### src/rtl/mips_regfile_pkg.sv
// rtl/mips_regfile_pkg.sv - shared constants and index type for the MIPS register bank
package mips_regfile_pkg;

    localparam int NUM_REGS  = 32;
    localparam int REG_IDX_W = 5;

    typedef logic [REG_IDX_W-1:0] reg_idx_t;

    localparam reg_idx_t REG_ZERO = 5'd0;
    localparam reg_idx_t REG_GP   = 5'd28;
    localparam reg_idx_t REG_SP   = 5'd29;

    localparam logic [31:0] DEFAULT_SP_RESET = 32'h7FFF_EFFC;
    localparam logic [31:0] DEFAULT_GP_RESET = 32'h1000_8000;

endpackage

### src/rtl/decoder_5to32.sv
// rtl/decoder_5to32.sv - one-hot register index decoder, r0 never selected
module decoder_5to32
    import mips_regfile_pkg::*;
(
    input  reg_idx_t              idx,
    input  logic                  en,
    output logic [NUM_REGS-1:0]   onehot
);

    always_comb begin
        onehot = '0;
        if (en && (idx != REG_ZERO)) begin
            onehot[idx] = 1'b1;
        end
    end

endmodule

### src/rtl/register_bank_scoreboard.sv
// rtl/register_bank_scoreboard.sv - 32-entry register storage with per-register busy scoreboard
module register_bank_scoreboard
    import mips_regfile_pkg::*;
#(
    parameter int          N        = 32,
    parameter logic [31:0] SP_RESET = DEFAULT_SP_RESET,
    parameter logic [31:0] GP_RESET = DEFAULT_GP_RESET
) (
    input  logic                  clk,
    input  logic                  reset,
    input  logic                  in_RegWrite_1,
    input  logic [4:0]            in_WriteRegister_5,
    input  logic [N-1:0]          in_WriteData_dw,
    input  logic                  in_Issue_1,
    input  logic [4:0]            in_IssueRegister_5,
    output logic [NUM_REGS*N-1:0] o_Regs_flat,
    output logic [NUM_REGS-1:0]   o_Busy_32
);

    logic [NUM_REGS-1:0] write_vec;
    logic [NUM_REGS-1:0] issue_vec;
    logic [NUM_REGS-1:0] busy_q;

    decoder_5to32 u_write_dec (
        .idx    (in_WriteRegister_5),
        .en     (in_RegWrite_1),
        .onehot (write_vec)
    );

    decoder_5to32 u_issue_dec (
        .idx    (in_IssueRegister_5),
        .en     (in_Issue_1),
        .onehot (issue_vec)
    );

    assign o_Regs_flat[N-1:0] = '0;

    for (genvar i = 1; i < NUM_REGS; i++) begin : g_reg
        localparam logic [N-1:0] RST_VAL =
            (i == int'(REG_SP)) ? N'(SP_RESET) :
            (i == int'(REG_GP)) ? N'(GP_RESET) : '0;

        logic [N-1:0] q;

        always_ff @(posedge clk or posedge reset) begin
            if (reset) begin
                q <= RST_VAL;
            end else if (write_vec[i]) begin
                q <= in_WriteData_dw;
            end
        end

        assign o_Regs_flat[i*N +: N] = q;
    end

    // Set after clear: a same-cycle issue to the written register keeps it busy for the new producer.
    // Bit 0 stays low because neither decoder ever selects r0.
    always_ff @(posedge clk or posedge reset) begin
        if (reset) begin
            busy_q <= '0;
        end else begin
            busy_q <= (busy_q & ~write_vec) | issue_vec;
        end
    end

    assign o_Busy_32 = busy_q;

endmodule

### config.mk
export PLATFORM = sky130hd
export DESIGN_NAME = register_bank_scoreboard
export DESIGN_NICKNAME = d
export VERILOG_FILES = /design/src/rtl/mips_regfile_pkg.sv /design/src/rtl/decoder_5to32.sv /design/src/rtl/register_bank_scoreboard.sv
export SDC_FILE = /design/constraint.sdc
export NUM_CORES = 2
export LEC_CHECK = 0
export BUFFER_PORTS_ARGS = -buffer_cell sky130_fd_sc_hd__buf_2
export CAP_MARGIN = 20
export CORE_AREA = 4 4 431 433
export CTS_CLUSTER_DIAMETER = 200
export DETAILED_ROUTE_END_ITERATION = 8
export DIE_AREA = 0 0 435 437
export SETUP_SLACK_MARGIN = 0.5
export SLEW_MARGIN = 20
export SYNTH_ARGS = -nofsm -noshare
export SYNTH_HDL_FRONTEND = slang
export SYNTH_SLANG_ARGS = --single-unit
export TNS_END_PERCENT = 10
### constraint.sdc
create_clock -name clk -period 73.1 [get_ports clk]
set_clock_uncertainty 0.2 [all_clocks]
set_input_delay 21.93 -clock clk [delete_from_list [all_inputs] [get_ports clk]]
set_output_delay 21.93 -clock clk [all_outputs]
set_load 0.01 [all_outputs]
After elaboration in Yosys (flattened, before gate mapping) --
Index checks and enable logic that the tools add are counted.
Storage, ports and cells: register bits after elaboration 1024, latch bits 0, memory bits (writable) 0, ROM bits 0, output and inout bits 1056, memories 0
Cells by class: div/mod/pow operators 0, multipliers 0, muxes and demuxes 6, $add $sub $neg 0, equal/unequal tests 0, reductions and logical operators 6, shifts and indexed selects 0, bitwise gates (word level) 3, magnitude comparators 4
Operators with widths (number):
- $mux W32 | 2
- $and A32 B32 Y32 | 1
- $not A32 Y32 | 1
- $or A32 B32 Y32 | 1
- $lt A5 B6 Y1 const B | 2
- $demux W1 S5 | 2
- $ge A5 B1 Y1 const B | 2
- $reduce_bool A5 Y1 | 2
- $logic_and A1 B1 Y1 | 4
- $mux W1 | 2

Longest topological paths before layout --
word-level depth 8, mapped depth 5, depth with buffers taken out 3

By module --
From an unflattened synthesis, not the netlist that was laid out.
Unflattened totals: cells, all modules 2430, area, all modules 43862.1 um^2
Modules (own cells, without submodules):
- register_bank_scoreboard | cells each 2334, area an instance 43386.6 um^2, instances 1, sequential area each 25662.1 um^2
- decoder_5to32 | cells each 48, area an instance 237.7 um^2, instances 2, sequential area each 0.0 um^2

Worst setup path before layout --
OpenSTA, ideal clock, no wires.
path kind input port to flip-flop, from in in_WriteRegister_5[0], to reg g_reg[30].q[0], required time 72.775 ns, path slack 49.647 ns, stages on the path 5, arrival time 23.128 ns, cells stage by stage buf_2 > nand2b_1 > nor2_1 > buf_2 > mux2_2
Between the ends: cells in the longest elaborated chain, start to end 5
Ends and longest elaborated chain:
- from (decl) | RTL line register_bank_scoreboard.sv:12 | input logic [4:0] in_WriteRegister_5,
- $lt A5 B6 Y1 (implied by the code) / $ge A5 B1 Y1 (equally long branches) | RTL line decoder_5to32.sv:13 | onehot[idx] = 1'b1;
- $logic_and A1 B1 Y1 (implied by the code) | RTL line decoder_5to32.sv:13
- $mux W1 (implied by the code) | RTL line decoder_5to32.sv:13
- $demux W1 S5
- $mux W32 * | RTL line decoder_5to32.sv:12 | if (en && (idx != REG_ZERO)) begin
- to (signal assigned) | RTL line register_bank_scoreboard.sv:49 | q <= in_WriteData_dw;
- to (decl) | RTL line register_bank_scoreboard.sv:43 | logic [N-1:0] q;
Every way passes the cells marked *; elsewhere a longest branch is shown, timed or not. A chain may end at the register's enable or synchronous reset.

==> key figures <==
Outcome
  • Status: completed

Placement
  • GPL Wtd Cong: 0.766
  • IO Port Bufs: 1069
  • Dpl cells: 5660
  • Dpl hpwl: 99500 um

Worst setup path
  • Kind of end point of the critical path: asynchronous set/reset pin
  • Startpoint Class: input pin
  • R2r worst-path depth: 1
  • Critical Path AT: 25.15 ns
  • Required time worst endpoint: 73.61 ns
  • Crit Path Class: input pin to asynchronous set/reset pin
  • Crit-path max FO: 156

Routing
  • DRC: 0
  • Final ANT Viol Nets: 0
  • DR vias: 24700
  • DRT iter0 DRCs: 1289
  • TritonRoute pass-1 iters: 6
  • Via density per instance: 4.20
  • WL/cell: 25.1 um
  • Final wirelength: 147000 um

Yosys
  • Synthesized cell area: 38600 sq um
  • Yosys warns: 0
  • FF+latch count, synth: 1024
  • Cells after Synth: 2356
  • Synth top area share: 64.4%
  • Avg Cell Area, Syn: 16.4 sq um
  • Synth area leaders: dfrtp_1, mux2_2, dfstp_2
  • Seq/Total Area, Yosys: 66.4%
  • Top cell type by total area after synthesis: dfrtp_1
  • Top FF cell, synth: dfrtp_1
  • Asr flop ratio synth: 100%
  • EDFF count, synth: 0
  • Distinct cells, synth: 34

STA
  • Final period util: 33.7%
  • Worst-Margin Slew: 1.14 ns
  • Highest Clock Rate: 40.6 MHz
  • Final Hold Viols: 0
  • Setup-failing EPs final: 0
  • Unrepaired setup endpoints after global routing: no
  • Final slew viol count: 0
  • Final min period: 24.63 ns
  • Max transition margin: 23.9%
  • Sum Neg Setup Slack: 0 ns

Floorplan
  • Die Y: 437 um
  • I/O pins: 1102
  • Starting Density: 21.2%
  • Die Span X: 435 um
  • DIE AREA: 190000 sq um
  • Std-Cell Core Area: 182000 sq um
  • Row cnt: 157

Power and ir drop
  • Total power: 1.65 mW
  • VDD IR max: 0.0200 mV
  • Leak pwr: 25.2 nW
  • Pwr/cell area: 32.8 nW/um^2

CTS
  • Clock Path Buffers: 3
  • Post-CTS sizing: 0
  • Clock Latency Late Sink: 0.73 ns
  • H-tree depth: 3
  • Root Driver: clkbuf_16
  • CTS tree: yes
  • CTS Buf Count: 108
  • Clock transition at the registers of the reported paths: 0.07 ns
  • Clk sinks: 1024
  • CTS Hold Buffers Added: 0
  • Post-CTS setup buffers: 0

Run
  • Maxcap violations: 0

Layout
  • Non-filler cells, final: 5877
  • Most common cell after layout, fill and taps aside: buf_2
  • Most frequent cells in the layout: buf_2, dfrtp_1, mux2_2, clkbuf_16, buf_4
  • Share of cells above drive strength 1: 67.1%
  • Area grow syn2layout: 30.4%
  • Final nets: 3433

Global route
  • Total global-route track usage: 15.0%
  • First-pass GRT wire length: 203000 um
  • Met1 Track Usage GR: 16.8%
  • Grt met3 use: 3.89%
  • Most Crowded Layer GR: met2
  • Initial antenna violation count: 10
  • Vias in the first global route: 25500
  • GR Overflow Total: 0
  • Met2 usage: 27.0%
  • Largest net degree at the start of global routing: 157

Worst hold path
  • Hold Path Depth: 0
  • Worst Hold Class: flip-flop to flip-flop
## critical path, stage by stage
cell and delay [ns]:
buf_2 0.13, inv_8 0.53, buf_4 0.80, buf_4 0.70
buf_12 0.56
## layer usage
layer,wire [um],part of all wire [%],vias to the layer above
met4,5250,3.6,0
met5,0,0,-
li1,-,-,10300
met3,10800,7.4,238
met1,54300,37,13200
met2,76800,52,943
## flip-flops by register name, summed over array words and instances, names as in the netlist
name and flops:
g.q 992, o_Busy_32 32
## worst paths after layout
path / from / end / slack [ns]
worst max-delay path: reset / g_reg[25].q[6]$_DFFE_PP0P_ / 48.47
worst min-delay path: o_Busy_32[0]$_DFF_PP0_ / o_Busy_32[0]$_DFF_PP0_ / 0.18
worst max register to register: g_reg[24].q[31]$_DFFE_PP0P_ / g_reg[24].q[31]$_DFFE_PP0P_ / 72.06
worst min register to register: o_Busy_32[0]$_DFF_PP0_ / o_Busy_32[0]$_DFF_PP0_ / 0.18
max in group clk: in_WriteRegister_5[1] / g_reg[14].q[18]$_DFFE_PP0P_ / 49.25
min in group asynchronous: reset / g_reg[8].q[16]$_DFFE_PP0P_ / 21.18
## cells by family after synthesis
kind of cell	count (synthesis)	share of synthesized area, %
compound gates	43	0.735
buf+inv	234	3.02
flops	1024	66.4
mux	992	28.9
other cells	1	0.00970
simple gates	62	0.932
## synth_stat cells, types with 9 or more instances
cell type  count
buf_6          9
nor2_1        14
buf_2         80
buf_4         32
o21ai_0       24
dfstp_2       30
mux2_2       959
mux2_1        33
dfrtp_1      994
a22o_1        15
nand2_1       13
clkbuf_1     105
## through the flow
step	hold WS (ns)	cell area [sq um]	utilization [%]	setup slack, ns
2_1_floorplan	0.294	38800	-	22.20
3_3_place_gp	0.162	46600	25.6	47.70
3_5_place_dp	0.163	46600	25.6	47.60
4_1_cts	0.182	50300	27.6	48.45
5_1_grt	0.201	50400	27.7	48.03
6_report	0.176	50400	27.7	48.47
## report_power, final
part           total (mW)  internal, mW  switching [mW]
sequential          0.736         0.680          0.0556
clock               0.572         0.331           0.241
combinational       0.346         0.156           0.190
## layout make-up
cell class	instances	area, sq um
inverters	2	15.0
clock buffers	152	3150
well taps	2385	2980
diodes	15	37.5
multi-input cells	1129	12100
flip-flops and latches	1024	25700
fillers	18700	132000
repair buffers	1122	5810
clock inverters	48	591
(Power assumes the default switching activity.)
